===== config.mk =====
export PLATFORM = sky130hd
export DESIGN_NAME = tx_frame_ctrl
export DESIGN_NICKNAME = d
export VERILOG_FILES = /design/src/rtl/tx_frame_ctrl.sv
export SDC_FILE = /design/constraint.sdc
export NUM_CORES = 1
export LEC_CHECK = 0
export CAP_MARGIN = 40
export CORE_MARGIN = 4
export CORE_UTILIZATION = 60
export DETAILED_ROUTE_END_ITERATION = 8
export DONT_BUFFER_PORTS = 1
export PLACE_DENSITY = 0.76
export SYNTH_ARGS = -nofsm -noshare
export SYNTH_HDL_FRONTEND = slang
export SYNTH_SLANG_ARGS = --single-unit

===== constraint.sdc =====
create_clock -name i_clk -period 3.35 [get_ports i_clk]
set_input_delay 0.67 -clock i_clk [delete_from_list [all_inputs] [get_ports i_clk]]
set_output_delay 0.67 -clock i_clk [all_outputs]
set_load 0.05 [all_outputs]

===== src/rtl/tx_frame_ctrl.sv =====
// Frame scheduler for the DCSK transmitter: buffers host words, loads the chaos
// seed once per frame, issues one send per word and reports frame status.
module tx_frame_ctrl #(
  parameter int unsigned MSG_W        = 32,
  parameter int unsigned SEED_W       = 32,
  parameter int unsigned FIFO_DEPTH   = 4,
  parameter int unsigned GAP_CYCLES   = 2,
  parameter int unsigned BUSY_TIMEOUT = 15
) (
  input  logic                              i_clk,
  input  logic                              i_arst_n,
  input  logic                              i_msg_valid,
  input  logic [MSG_W-1:0]                  i_msg_data,
  output logic                              o_msg_ready,
  input  logic                              i_start,
  input  logic                              i_abort,
  input  logic [SEED_W-1:0]                 i_cfg_seed,
  input  logic [4:0]                        i_cfg_sf,
  input  logic [3:0]                        i_frame_len,
  input  logic                              i_tx_busy,
  output logic [SEED_W-1:0]                 o_seed,
  output logic                              o_load_seed,
  output logic                              o_send,
  output logic [MSG_W-1:0]                  o_msg,
  output logic [4:0]                        o_sf,
  output logic                              o_busy,
  output logic                              o_frame_done,
  output logic                              o_aborted,
  output logic                              o_underrun,
  output logic                              o_error,
  output logic [$clog2(FIFO_DEPTH+1)-1:0]   o_fifo_count
);

  localparam int unsigned PTR_W = $clog2(FIFO_DEPTH);
  localparam int unsigned CNT_W = $clog2(FIFO_DEPTH + 1);
  localparam int unsigned GAP_W = $clog2(GAP_CYCLES + 2);
  localparam int unsigned TMO_W = $clog2(BUSY_TIMEOUT + 1);

  typedef enum logic [2:0] {
    S_IDLE,
    S_SEED,
    S_ISSUE,
    S_WAIT_BUSY,
    S_WAIT_DONE,
    S_GAP,
    S_DONE
  } state_t;

  state_t             state_q, state_d;
  logic [MSG_W-1:0]   mem [FIFO_DEPTH];
  logic [PTR_W-1:0]   wr_ptr, rd_ptr;
  logic [CNT_W-1:0]   count_d;
  logic               push;
  logic               busy_q;
  logic [3:0]         remaining_q, remaining_d;
  logic [GAP_W-1:0]   gap_cnt_q, gap_cnt_d;
  logic [TMO_W-1:0]   tmo_cnt_q, tmo_cnt_d;
  logic               error_d;
  logic               send_d;
  logic [MSG_W-1:0]   msg_d;
  logic               start_acc;

  assign o_msg_ready = (o_fifo_count < CNT_W'(FIFO_DEPTH));
  assign o_underrun  = (state_q == S_ISSUE) && (o_fifo_count == '0);
  assign push        = i_msg_valid && o_msg_ready;
  assign start_acc   = (state_q == S_IDLE) && i_start;

  always_comb begin
    state_d     = state_q;
    remaining_d = remaining_q;
    gap_cnt_d   = '0;
    tmo_cnt_d   = '0;
    error_d     = o_error;
    case (state_q)
      S_IDLE: begin
        if (i_start) begin
          state_d     = S_SEED;
          remaining_d = (i_frame_len == 4'd0) ? 4'd1 : i_frame_len;
          error_d     = 1'b0;
        end
      end
      S_SEED: state_d = S_ISSUE;
      S_ISSUE: begin
        if (o_fifo_count != '0) state_d = S_WAIT_BUSY;
      end
      S_WAIT_BUSY: begin
        if (busy_q) begin
          state_d = S_WAIT_DONE;
        end else if (tmo_cnt_q == TMO_W'(BUSY_TIMEOUT - 1)) begin
          state_d = S_IDLE;
          error_d = 1'b1;
        end else begin
          tmo_cnt_d = tmo_cnt_q + 1'b1;
        end
      end
      S_WAIT_DONE: begin
        if (!busy_q) begin
          remaining_d = remaining_q - 4'd1;
          if (remaining_q == 4'd1)  state_d = S_DONE;
          else if (GAP_CYCLES == 0) state_d = S_ISSUE;
          else                      state_d = S_GAP;
        end
      end
      S_GAP: begin
        if (gap_cnt_q == GAP_W'(GAP_CYCLES - 1)) state_d = S_ISSUE;
        else                                     gap_cnt_d = gap_cnt_q + 1'b1;
      end
      S_DONE:  state_d = S_IDLE;
      default: state_d = S_IDLE;
    endcase
    if (i_abort && (state_q != S_IDLE)) begin
      state_d = S_IDLE;
      error_d = o_error;
    end
  end

  // Outputs are registered from next-state, so o_send lands in the ISSUE cycle
  // itself; ISSUE with a non-empty FIFO is then exactly the cycle o_send is high,
  // which makes o_send the pop strobe. ISSUE is never entered from a popping
  // cycle, so the next head is the current head, or the word landing in an empty FIFO.
  always_comb begin
    count_d = o_fifo_count + CNT_W'(push) - CNT_W'(o_send);
    send_d  = (state_d == S_ISSUE) && (count_d != '0);
    msg_d   = o_msg;
    if (send_d) msg_d = (o_fifo_count != '0) ? mem[rd_ptr] : i_msg_data;
  end

  always_ff @(posedge i_clk) begin
    if (push) mem[wr_ptr] <= i_msg_data;
  end

  always_ff @(posedge i_clk or negedge i_arst_n) begin
    if (!i_arst_n) begin
      state_q      <= S_IDLE;
      remaining_q  <= '0;
      gap_cnt_q    <= '0;
      tmo_cnt_q    <= '0;
      busy_q       <= 1'b0;
      wr_ptr       <= '0;
      rd_ptr       <= '0;
      o_fifo_count <= '0;
      o_seed       <= '0;
      o_sf         <= '0;
      o_load_seed  <= 1'b0;
      o_send       <= 1'b0;
      o_msg        <= '0;
      o_busy       <= 1'b0;
      o_frame_done <= 1'b0;
      o_aborted    <= 1'b0;
      o_error      <= 1'b0;
    end else begin
      state_q      <= state_d;
      remaining_q  <= remaining_d;
      gap_cnt_q    <= gap_cnt_d;
      tmo_cnt_q    <= tmo_cnt_d;
      // TX busy passes through one register; a fall at t is acted on at t+1.
      busy_q       <= i_tx_busy;
      if (push)   wr_ptr <= wr_ptr + 1'b1;
      if (o_send) rd_ptr <= rd_ptr + 1'b1;
      o_fifo_count <= count_d;
      if (start_acc) begin
        o_seed <= i_cfg_seed;
        o_sf   <= i_cfg_sf;
      end
      o_load_seed  <= (state_d == S_SEED);
      o_send       <= send_d;
      o_msg        <= msg_d;
      o_busy       <= (state_d != S_IDLE);
      o_frame_done <= (state_d == S_DONE);
      o_aborted    <= i_abort && (state_q != S_IDLE);
      o_error      <= error_d;
    end
  end

endmodule


==> Implementation_results.wiki <==
{| class="wikitable"
! Metric !! Value
|-
| Core Area || 14700 um^2
|-
| Clock Sinks || 224
|-
| Detailed-route wire length on metal 1 || 7088 um
|-
| Worst setup EP type || flip-flop
|-
| Commonest non-fill, non-tap cell in the layout || edfxtp_1
|-
| Grt total ovfl || 0
|-
| TritonCTS Buffers || 22
|-
| List of cells traversed by the critical path || nor2b_2 -> inv_1 -> ha_1 -> inv_1 -> ha_1 -> inv_1 -> fa_1 -> xnor2_1 -> xnor2_1 -> o31ai_1 -> or3_2 -> buf_12 -> mux2_4
|-
| Commonest non-fill, non-tap cells in the layout || 128 x edfxtp_1, 117 x nand2_1, 94 x dfrtp_1
|-
| Setup skew after layout || 0.02469 ns
|-
| Half-perimeter wire length of the detailed placement result || 10980 um
|-
| Placement row count || 44
|-
| Proportion of register bits with asynchronous set or reset after synthesis || a little over two fifths
|-
| Final setup violation count || 0
|-
| Setup repair after global routing missed its margin || false
|-
| Number of enable flip-flop cells after synthesis || 128
|-
| Post-CTS clock slew at the launch and capture registers of the worst setup and hold paths || 0.06 ns
|-
| Number of buffers inserted by port buffering || 0
|-
| Fraction of power spent switching nets || 40.14%
|-
| Clock Root Buffer || clkbuf_16
|-
| Cell-internal power || 6.870 mW
|-
| Area delta synth->final || 11.11%
|-
| Max Cap Violations || 0
|-
| First-iteration detailed-routing DRC count || between 200 and 300
|-
| Clk_lat worst skew || 0.50 ns
|-
| Worst path arrival time || 3.43 ns
|-
| Average size of a mapped cell || between 15 and 20 um^2
|-
| Layout cell share with drive strength beyond 1 || 26.97%
|-
| Main synth FF type || edfxtp_1
|-
| Net switching power of the design || between 4 and 5 mW
|-
| Average detailed-routed wire length per instance || 22.30 um
|-
| Tightest hold margin || 0.09563 ns
|-
| Final Cell Area || about 10000 um^2
|-
| Via count || between 4000 and 5000
|-
| Worst slew pin tran || 0.6036 ns
|-
| Leakage power of the design || a little over 4 nW
|-
| Share of power burned in registers || between 50% and 60%
|-
| Number of top-level design ports || 159
|-
| Syn nets || 658
|-
| Worst Setup Path Type || reg2reg
|-
| Final-report hold violation count || 0
|-
| Number of antenna violations at the first check in global routing || 1
|-
| GP Congestion || roughly 0.86
|-
| Slew Limit Fails || 0
|-
| Normalized max-slew margin || about three fifths
|-
| Critical path required time || between 3 and 4 ns
|-
| Met2 layer wire length in the routed design || 8642 um
|-
| Worst hold path type || in2async
|-
| Nature of the critical path startpoint || flip-flop
|-
| All-Layer GR Usage || 20.25%
|-
| Worst-path cell with the longest stage delay || or3_2
|-
| Effective utilization at floorplan || between 60% and 70%
|-
| Number of library cell types mapped by synthesis || 44
|-
| Number of register bits inferred by synthesis || 224
|-
| Delay of the slowest cell on the worst path || 0.48 ns
|-
| Highest routing layer actually used || met4
|-
| Min Clock Period, post-route || 3.062 ns
|-
| Global-route wire length before repair || approximately 28000 um
|-
| Achievable clock frequency || around 330 MHz
|-
| Cell area after synthesis || between 9000 and 10000 um^2
|-
| DRT antenna net count || 0
|-
| Maximum number of pins on one net before global-route repair || 97
|-
| Cells after Synth || approximately 570
|-
| Power Density || between 1000 and 1500 nW/um^2
|-
| Total number of yosys warnings || 0
|-
| Sequential element share of the synthesized area || 68.64%
|-
| Routed vias/inst || 5.972
|-
| Net count reported at finish || 671
|-
| Worst vdd rail ir drop || between 0.9 and 1 mV
|-
| Clock network fraction of design power || between 20% and 30%
|-
| Total length of routed met3 wires || between 1000 and 1500 um
|-
| Post-route fraction of the period consumed by the critical path || about nine tenths
|-
| CP max FO || 24
|-
| Reg2reg path depth || 13
|-
| Cell area after placement || 9341 um^2
|-
| Die outline area || between 15000 and 20000 um^2
|-
| Outcome || complete, no violations
|-
| Deepest clock path buffer count || 3
|-
| Vias in the first global route || 4908
|-
| First-pass iteration count of the detailed router || 5
|-
| Horizontal die dimension || ~130 um
|-
| CTS tree || yes
|-
| Final WL || between 15000 and 20000 um
|-
| Proportion of power drawn by combinational gates || 28.2%
|-
| DRC viols || 0
|-
| Cell type with the highest occurrence count on the critical path || inv_1
|-
| # H-tree levels || 1
|-
| Die height || 131.2 um
|}
## path summary, 6_finish.rpt
| kind | startpoint | endpoint | slack, ns |
|---|---|---|---|
| setup / recovery | o_fifo_count[2] | o_msg[8] | 0.29 |
| hold / removal | i_arst_n | o_seed[19] | 0.1 |
| setup reg to reg | o_fifo_count[2] | o_msg[8] | 0.29 |
| hold reg to reg | gap_cnt_q[0] | gap_cnt_q[0] | 0.48 |
| max in group asynchronous | i_arst_n | o_msg[13] | 2.87 |
| min in group i_clk | i_tx_busy | busy_q | 0.21 |
## layer usage
| metal | up-vias | GRT usage, % |
|---|---|---|
| li1 | 2078 | - |
| met1 | 2404 | 27.32 |
| met2 | 165 | 33.27 |
| met3 | 23 | 6.269 |
| met4 | 0 | 4.142 |
| met5 | - | 0 |
## kinds of logic after synthesis
kind of cell / Yosys count / synth area share [%]
muxes: 96 / 17.04
and+or+nand+nor: 163 / 7.933
DFF: 224 / 68.64
xor gates and xnor gates: 7 / 0.6737
AOI/OAI and AO/OA: 23 / 1.650
adders and majority gates: 11 / 1.595
buffers and inverters: 44 / 2.475
## synth_stat cells, drive strengths merged, types with 3 or more instances
library cell | n | area, um^2
mux4 | 32 | 720.7
dfrtp | 96 | 2402
a31oi | 3 | 18.77
a21oi | 5 | 25.02
mux2 | 64 | 829.6
ha | 10 | 125.1
and2 | 7 | 43.79
edfxtp | 128 | 3844
o22ai | 4 | 25.02
buf | 9 | 93.84
nand2b | 3 | 18.77
xnor2 | 5 | 43.79
inv | 15 | 56.31
nor2 | 12 | 45.04
nor2b | 3 | 26.27
nor3 | 4 | 25.02
nand3 | 5 | 25.02
nor3b | 3 | 22.52
nand2 | 117 | 439.2
clkbuf | 20 | 75.07
o21ai | 5 | 25.02
## power groups by stage
stage               Combinational [mW]  Clock, mW  Sequential, mW
floorplan                         2.71          0            5.65
global placement                  3.03          0            5.88
detailed placement                3.25          0            5.83
CTS                               3.29       2.52            5.79
global route                      3.53       2.64            5.87
finish                            3.24       2.46            5.78
## registers in the layout, summed over array words and instances (netlist names)
register and flops:
gap_cnt_q 2, o_sf 5, o_busy 1, o_msg 32, o_send 1, o_aborted 1, o_error 1, o_seed 32
o_frame_done 1, wr_ptr 2, o_load_seed 1, mem 128, busy_q 1, state_q 3, rd_ptr 2, tmo_cnt_q 4
o_fifo_count 3, remaining_q 4
## stage by stage
step | std cells | setup TNS, ns | power [mW] | worst slack [ns] | utilization (%)
after floorplan | 568 | 0 | 8.362 | 0.04424 | -
after detailed placement | 740 | -3.034 | 9.083 | -0.1103 | 63.55
after CTS | 781 | 0 | 11.59 | 0.1921 | 68.75
after global routing | 782 | 0 | 12.04 | 0.09530 | 68.79
after global placement | 739 | 0 | 8.918 | 0.02460 | 63.42
final | 782 | 0 | 11.48 | 0.2876 | 68.79
## layout make-up
class                   instances  area [um^2]
diodes                          1        2.502
clock buffers                  32        669.4
inverters                      15        56.30
clock inverters                 8        67.56
multi-input cells             300         2644
flip-flops and latches        224         6248
fillers                       912         4588
repair buffers                 18        192.7
well taps                     184        230.2
## critical path: cells and delay by family, from the launching register on
kind | cells | cell delay [ns]
and+or+nand+nor | 2 | 0.65
DFF | 1 | 0.39
adders and majority gates | 3 | 0.76
xor gates and xnor gates | 2 | 0.35
AOI/OAI and AO/OA | 1 | 0.09
buffers and inverters | 4 | 0.37
muxes | 1 | 0.32
## timing repair
item                                   in CTS  in global routing
gates resized for setup                     0                  1
hold buffers                                1                  0
endpoints found under the hold margin      96                  0
setup endpoints to repair                   0                  3
buffers inserted                            0                  0
Power figures use the tool's default switching activity.
